--- src/rtl/line_buffer_pkg.sv ---
// Shared constants for the line buffer: default geometry and address-width helper.
package line_buffer_pkg;

  localparam int unsigned DefImageWidth = 640;
  localparam int unsigned DefPixelWidth = 1;
  localparam int unsigned DefNumLines   = 3;

  // Address bits needed to index one image line.
  function automatic int unsigned calcAddrWidth(input int unsigned depth);
    return $clog2(depth);
  endfunction

endpackage

--- src/rtl/line_ram.sv ---
// One line memory: Depth x Width storage, one read port with a registered,
// resettable read-data register and one write port. A read and a write to the
// same address in the same cycle returns the pre-write contents.
//
// Ports:
//   Clock      rising-edge clock
//   nReset     async active-low reset (clears ReadData only, never the array)
//   ReadEn     capture Storage[ReadAddr] into ReadData on the next edge
//   ReadAddr   read address
//   ReadData   registered read data
//   WriteEn    write WriteData to Storage[WriteAddr] on the next edge
//   WriteAddr  write address
//   WriteData  write data
module line_ram
  import line_buffer_pkg::*;
#(
  parameter  int unsigned Width     = DefPixelWidth,
  parameter  int unsigned Depth     = DefImageWidth,
  localparam int unsigned AddrWidth = calcAddrWidth(Depth)
) (
  input  logic                 Clock,
  input  logic                 nReset,
  input  logic                 ReadEn,
  input  logic [AddrWidth-1:0] ReadAddr,
  output logic [Width-1:0]     ReadData,
  input  logic                 WriteEn,
  input  logic [AddrWidth-1:0] WriteAddr,
  input  logic [Width-1:0]     WriteData
);

  logic [Width-1:0] storage [Depth];

  // Array write; contents are deliberately not reset.
  always_ff @(posedge Clock) begin
    if (WriteEn) begin
      storage[WriteAddr] <= WriteData;
    end
  end

  // Registered read; holds when not enabled.
  always_ff @(posedge Clock or negedge nReset) begin
    if (!nReset) begin
      ReadData <= '0;
    end else if (ReadEn) begin
      ReadData <= storage[ReadAddr];
    end
  end

endmodule

--- src/rtl/line_buffer.sv ---
// Vertical sliding-window line buffer. Accepts one raster-order pixel per
// cycle and presents, one cycle later, the column of NumLines pixels ending at
// that pixel (slot 0 = current line, slot k = k lines above).
//
// Optional feature: define LINE_BUFFER_BORDER_ZERO_EN to force slot k to zero
// while fewer than k lines of the current frame have been seen.
//
// Ports:
//   Clock       rising-edge clock
//   nReset      async active-low reset
//   FrameStart  restart column/row-fill tracking (pixel in same cycle is col 0)
//   ValidIn     DataIn qualifier
//   DataIn      input pixel
//   ValidOut    Window/Column/WindowFull valid
//   Window      NumLines*PixelWidth vertical pixel column
//   Column      column index of Window
//   WindowFull  all slots belong to the current frame
module line_buffer
  import line_buffer_pkg::*;
#(
  parameter  int unsigned ImageWidth = DefImageWidth,
  parameter  int unsigned PixelWidth = DefPixelWidth,
  parameter  int unsigned NumLines   = DefNumLines,
  localparam int unsigned AddrWidth  = calcAddrWidth(ImageWidth)
) (
  input  logic                           Clock,
  input  logic                           nReset,
  input  logic                           FrameStart,
  input  logic                           ValidIn,
  input  logic [PixelWidth-1:0]          DataIn,
  output logic                           ValidOut,
  output logic [NumLines*PixelWidth-1:0] Window,
  output logic [AddrWidth-1:0]           Column,
  output logic                           WindowFull
);

  localparam int unsigned NumMems  = NumLines - 1;
  localparam int unsigned RowWidth = $clog2(NumLines);
  localparam logic [AddrWidth-1:0] LastCol = AddrWidth'(ImageWidth - 1);
  localparam logic [RowWidth-1:0]  LastRow = RowWidth'(NumLines - 1);

  logic [AddrWidth-1:0]  colCnt, colNext, curCol;
  logic [RowWidth-1:0]   rowCnt, rowNext, curRow;
  logic                  wrEn;
  logic [AddrWidth-1:0]  wrAddr;
  logic [PixelWidth-1:0] wrPix;
  logic [PixelWidth-1:0] pixReg;
  logic [PixelWidth-1:0] readData [NumMems];

  // Position of the pixel being accepted; FrameStart makes it column 0, row 0.
  always_comb begin
    curCol = colCnt;
    curRow = rowCnt;
    if (FrameStart) begin
      curCol = '0;
      curRow = '0;
    end
  end

  // Column / row-fill advance: wrap column, saturate row-fill at NumLines-1.
  always_comb begin
    colNext = curCol;
    rowNext = curRow;
    if (!ValidIn) begin
      colNext = FrameStart ? '0 : colCnt;
      rowNext = FrameStart ? '0 : rowCnt;
    end else if (curCol == LastCol) begin
      colNext = '0;
      rowNext = (curRow == LastRow) ? curRow : curRow + RowWidth'(1);
    end else begin
      colNext = curCol + AddrWidth'(1);
    end
  end

  always_ff @(posedge Clock or negedge nReset) begin
    if (!nReset) begin
      colCnt <= '0;
      rowCnt <= '0;
    end else begin
      colCnt <= colNext;
      rowCnt <= rowNext;
    end
  end

  // Pending cascade write, issued the cycle after acceptance.
  always_ff @(posedge Clock or negedge nReset) begin
    if (!nReset) begin
      wrEn   <= 1'b0;
      wrAddr <= '0;
      wrPix  <= '0;
    end else begin
      wrEn <= ValidIn;
      if (ValidIn) begin
        wrAddr <= curCol;
        wrPix  <= DataIn;
      end
    end
  end

  // Output side-band registers; everything but ValidOut holds when idle.
  always_ff @(posedge Clock or negedge nReset) begin
    if (!nReset) begin
      ValidOut   <= 1'b0;
      pixReg     <= '0;
      Column     <= '0;
      WindowFull <= 1'b0;
    end else begin
      ValidOut <= ValidIn;
      if (ValidIn) begin
        pixReg     <= DataIn;
        Column     <= curCol;
        WindowFull <= (curRow == LastRow);
      end
    end
  end

  // Cascade: memory 0 takes the new pixel, memory k takes memory k-1's read.
  for (genvar k = 0; k < NumMems; k++) begin : gMem
    logic [PixelWidth-1:0] wrData;
    if (k == 0) begin : gHead
      assign wrData = wrPix;
    end else begin : gTail
      assign wrData = readData[k-1];
    end
    line_ram #(
      .Width (PixelWidth),
      .Depth (ImageWidth)
    ) uRam (
      .Clock     (Clock),
      .nReset    (nReset),
      .ReadEn    (ValidIn),
      .ReadAddr  (curCol),
      .ReadData  (readData[k]),
      .WriteEn   (wrEn),
      .WriteAddr (wrAddr),
      .WriteData (wrData)
    );
  end

  assign Window[PixelWidth-1:0] = pixReg;

`ifdef LINE_BUFFER_BORDER_ZERO_EN
  logic [NumLines-1:1] keepNext, keepReg;

  // Slot k is meaningful only once k lines of this frame precede the pixel.
  always_comb begin
    keepNext = '0;
    for (int k = 1; k < NumLines; k++) begin
      keepNext[k] = (int'(curRow) >= k);
    end
  end

  always_ff @(posedge Clock or negedge nReset) begin
    if (!nReset) begin
      keepReg <= '0;
    end else if (ValidIn) begin
      keepReg <= keepNext;
    end
  end

  for (genvar k = 1; k < NumLines; k++) begin : gSlot
    assign Window[k*PixelWidth +: PixelWidth] = keepReg[k] ? readData[k-1] : '0;
  end
`else
  for (genvar k = 1; k < NumLines; k++) begin : gSlot
    assign Window[k*PixelWidth +: PixelWidth] = readData[k-1];
  end
`endif

endmodule
--- config.mk ---
export PLATFORM = sky130hd
export DESIGN_NAME = line_buffer
export DESIGN_NICKNAME = d
export VERILOG_FILES = /design/src/rtl/line_buffer_pkg.sv /design/src/rtl/line_ram.sv /design/src/rtl/line_buffer.sv
export SDC_FILE = /design/constraint.sdc
export NUM_CORES = 2
export LEC_CHECK = 0
export ABC_AREA = 1
export CAP_MARGIN = 15
export CORE_MARGIN = 5
export CORE_UTILIZATION = 58
export CTS_CLUSTER_SIZE = 16
export DETAILED_ROUTE_END_ITERATION = 7
export GPL_ROUTABILITY_DRIVEN = 0
export GPL_TIMING_DRIVEN = 0
export HOLD_SLACK_MARGIN = 0.12
export PLACE_DENSITY = 0.74
export SLEW_MARGIN = 20
export SYNTH_ARGS = -nofsm -noshare
export SYNTH_HDL_FRONTEND = slang
export SYNTH_SLANG_ARGS = --single-unit
export TNS_END_PERCENT = 50
--- constraint.sdc ---
create_clock -name Clock -period 12.8 [get_ports Clock]
set_input_delay 2.56 -clock Clock [delete_from_list [all_inputs] [get_ports Clock]]
set_output_delay 2.56 -clock Clock [all_outputs]
set_load 0.01 [all_outputs]
Word level (Yosys, flattened, before mapping)
Memory sizes are Yosys's and may differ from the RTL's. A register that Yosys moved wholly into a read port is not among the register bits.
Index checks and enable logic that the tools add are counted.
{"block": "word_totals", "register_bits": 25, "ram_bits": 1280, "input_bits": 5, "elab_cells": 23, "memories": 2}
{"block": "classes", "addsub": 2, "eq_ne": 2, "n_mux": 9, "reduce_logical": 2}
{"memory": "gMem[0].uRam.storage", "depth": 640, "width": 1, "rd": 1, "rd_ports_with_merged_regs": 1, "wr": 1, "line": "line_ram.sv:31", "text": "logic [Width-1:0] storage [Depth];"}
{"memory": "gMem[1].uRam.storage", "depth": 640, "width": 1, "rd": 1, "rd_ports_with_merged_regs": 1, "wr": 1, "line": "line_ram.sv:31"}
{"cell": "10-bit 2-to-1 mux", "n": 3}
{"cell": "10-bit by 1-bit adder with 10-bit output, second input constant", "n": 1}
{"cell": "10-bit == test, second input constant", "n": 1}
{"cell": "2-bit 2-to-1 mux", "n": 4}
{"cell": "2-bit by 1-bit adder with 2-bit output, second input constant", "n": 1}
{"cell": "2-bit == test, second input constant", "n": 1}
{"cell": "1-bit zero test", "n": 2}
{"cell": "1-bit 2-to-1 mux", "n": 2}

Longest topological paths before layout
{"block": "depth", "word_depth": 5, "depth_mapped": 17, "mapped_depth_nobuf": 14}

Cells and area by module
A second synthesis with hierarchy kept.
{"block": "unflattened", "hier_cells": 6040, "hier_area_um2": 59410.7}
{"mod": "line_ram", "instances": 2, "cells_each": 2944, "area_each_um2": 29050.4, "seq_area_each_um2": 19243.5}
{"mod": "line_buffer", "instances": 1, "cells_each": 152, "area_each_um2": 1310.0, "seq_area_each_um2": 625.6}

Worst setup path after synthesis
No wires, ideal clock.
{"block": "synth_timing", "kind": "register to output", "start": "register gMem[0].uRam.ReadData, read port of gMem[0].uRam.storage", "end": "output Window[1]", "arrival_ns": 8.345, "required_ns": 10.240, "path_slack_ns": 1.895, "stages_incl_launch_ff": 2, "path_buffers": 1, "path_cell_list": "dfrtp_1 -> buf_4"}
{"item": "start: declaration", "line": "line_ram.sv:25", "text": "output logic [Width-1:0] ReadData,"}
{"item": "end: declaration", "line": "line_buffer.sv:32", "text": "output logic [NumLines*PixelWidth-1:0] Window,"}
No word-level cell between the ends.

Final worst setup path
{"block": "layout_timing", "start": "register gMem[0].uRam.ReadData, read port of gMem[0].uRam.storage", "end": "output Window[1]"}
No word-level cell between the ends.

==> impl_metrics.ini <==
[clock_network]
h-tree-depth = 4
cts_made_buffers = 133
post-cts-setup-buffers = 0
path_clk_slew_ns = 0.07
cts_num_sinks = 1307
clk_path_buf_depth = 3
cts_root_buf = clkbuf_16
cts_tree = built
ctsResizeCount = 0
insertion_delay_ns = 0.76
hold_buffers = 0

[run_status]
violations = DRC
status = finished, violations left

[routing]
wirelength_mm = 212
drt_iter0_drc = 9270
vias = 46835
wire_per_inst_um = 28.9
drc = 2
antenna_left = 0
viasPerCell = 6.37
first_pass_iters = 8

[synth]
yosysTopAreaCellShare = 0.655
synth_compound_area_frac = 0.0286
async_flop_share = 0.0207
synth_area_per_cell_um2 = 10.4
yosys.area_share.simple = 0.226
synthTopCellsByArea = edfxtp_1 (65%), nand3_1 (8.4%), nand2_1 (7.0%)
ys_seq_area_frac = 0.666
netlist_area_mm2 = 0.0587
netlist_instances = 5670
synth-adder-area-share = 0.000639
ys_types = 30
syn_nets = 5678
synth_edf_count = 1280
synth_top_family_by_area = simple AND/OR/NAND/NOR gates
synth_flop_cell = edfxtp_1
yosysWarningCount = 0
synth-xor-area-share = 0.000895
synth_top_cell_by_area = edfxtp_1
synth_mux_area_frac = 0
ys_seq_elements = 1307

[die]
fp-row-count = 116
start_util = 0.585
dieHeight_um = 328
die_x_um = 328
pin_count = 20
dieArea_mm2 = 0.108
core_mm2 = 0.100

[layout]
multi_input_area_mm2 = 0.0151
postLayoutCoreUtil = 0.658
syn2layout_area_growth_pct = 12.4
stdcell_area_mm2 = 0.0660
drive_gt1_frac = 0.117
regArea_mm2 = 0.0391
nNetsFinal = 5884
n_fill_cell = 7520

[worst_setup_path]
critPathKind = reg2out
cp-start-kind = flop
cp_slowest_cell = dfrtp_4
crit_path_start = gMem[0].uRam.ReadData$_DFFE_PN0P_
slowest_delay_ns = 0.88
rr_startpoint = Column[0]$_DFFE_PN0P_
required_ns = 10.24
cp_max_fo = 67
path_common_cell = buf_16
critPathBufInv = 5
cp_top_family = buffers and inverters
worstPathCellList = buf_16 > buf_16 > buf_16 > buf_4 > clkdlybuf4s50_1
cp.arrival_ns = 3.32
crit_path_end_kind = primary output

[hold_path]
hp-start = WindowFull$_DFFE_PN0P_
hold_path_class = reg2reg

[timing]
rsz0062_at_grt = no
slew_headroom = 0.166
report.final.setup_viol = 0
finalMaxSlewViolations = 0
period_minus_slack_ns = 5.88
fin_worst_skew_ns = 0.0281
max_freq_mhz = 170
fin_ws_ns = 6.92
hold_viol = 0
fin_crit_sh = 0.459
max_slew.worst_pin.slew_ns = 1.25
finalSetupTns_ns = 0

[pwr]
ir_worst_vdd_mv = 0.163
powerDensity_mw_per_mm2 = 143
p_leak_uw = 0.0250

[global_routing]
grt_pass1_wl_mm = 295
overflow = 0
grt_usage = 0.387
grt_pass1_vias = 43464
grt_max_degree = 77
grt_antenna_before_repair = 15

[placement]
placed_area_mm2 = 0.0618
dpl.hpwl_mm = 145
port_buffers = 18
post-place-ws_ns = 7.03

[flow_run]
cap_violations = 0
[Yosys cell counts (2+ instances only)]
cell      count
buf_4        13
nor2_4        2
clkbuf_1    142
o21ai_2       4
inv_1       702
nor2_1      681
or2_2       212
o211ai_1    202
buf_6        28
a21oi_1       4
xor2_1        6
buf_2       149
buf_1        51
edfxtp_1   1280
o21ai_0      15
nand3_1     987
ha_1          3
nor3_1       34
nand2_1    1093
nand4_1      13
dfrtp_1      27
nand2_4       2
inv_2         9
o21ai_1       5
[through the flow]
stage	total power, µW	hold WS, ns	cells
floorplan	5440	0.490	5670
global placement	5850	0.463	7045
detailed placement	5690	0.462	7098
CTS	9350	0.481	7334
global route	9600	0.549	7337
finish	9440	0.481	7351
[routing by layer]
metal  part of all wire  global-route usage
met1               0.32               0.485
met2               0.41               0.540
met3               0.18               0.166
met4              0.088               0.275
met5            0.00041                   0
[state kept, by name, indices dropped and copies added (netlist names)]
signal,flops
gMem.uRam.storage,1280
Column,10
colCnt,10
gMem.uRam.ReadData,2
rowCnt,2
ValidOut,1
WindowFull,1
gMem.wrData,1
[kinds of logic after synthesis]
group / count (synthesis)
simple gates: 3026
flops: 1307
buf+inv: 1097
compound gates: 231
xor+xnor: 6
fa+ha+maj: 3
[tightest hold or removal path: stages, from the launching register on]
cell and delay, ns:
dfrtp_1 0.34, nand2_1 0.05, nand2_1 0.05
[power breakdown]
| group | internal [µW] | leakage (µW) | total [µW] | switching, µW |
|---|---|---|---|---|
| combinational | 213 | 0.0112 | 834 | 621 |
| sequential | 4800 | 0.0118 | 4820 | 15.5 |
| clock | 2140 | 0.00201 | 3780 | 1650 |
| total | 7150 | 0.0250 | 9440 | 2280 |
[cell type report]
type	count	share of cell area
clock inverter	56	0.00711
multi-input combinational	3266	0.228
timing repair buffer	71	0.0198
clock buffer	180	0.0557
tap	1357	0.0257
buffer	385	0.0294
inverter	712	0.0406
sequential	1307	0.593
antenna	17	0.000645
[layout by cell type (no fill, tap or decap), types with 7 or more instances in the layout]
| cell | count |
|---|---|
| nand2_1 | 1086 |
| clkinv_1 | 25 |
| buf_1 | 50 |
| buf_4 | 13 |
| clkbuf_2 | 32 |
| inv_1 | 702 |
| o21ai_0 | 15 |
| inv_2 | 9 |
| clkinv_2 | 12 |
| clkbuf_16 | 139 |
| nand3_1 | 982 |
| clkdlybuf4s50_1 | 17 |
| edfxtp_1 | 1280 |
| nor2_1 | 680 |
| buf_2 | 151 |
| nor3_1 | 34 |
| or2_2 | 212 |
| diode_2 | 17 |
| dfrtp_1 | 25 |
| buf_6 | 42 |
| buf_12 | 10 |
| nand4_1 | 13 |
| clkbuf_1 | 148 |
| o211ai_1 | 202 |
| buf_16 | 27 |
| nand2_2 | 7 |
[path summary, 6_finish.rpt]
check / end / slack, ns / cells after the start
setup / recovery: Window[1] / 6.92 / 5
hold / removal: WindowFull$_DFFE_PN0P_ / 0.48 / 2
setup reg to reg: gMem[0].uRam.storage[253]$_DFFE_PP_ / 8.70 / 9
hold reg to reg: WindowFull$_DFFE_PN0P_ / 0.48 / 2
max in group asynchronous: gMem[0].uRam.ReadData$_DFFE_PN0P_ / 10.47 / 1
min in group asynchronous: Column[1]$_DFFE_PN0P_ / 1.84 / 1
Note: power is estimated with default switching activity, not from simulation.
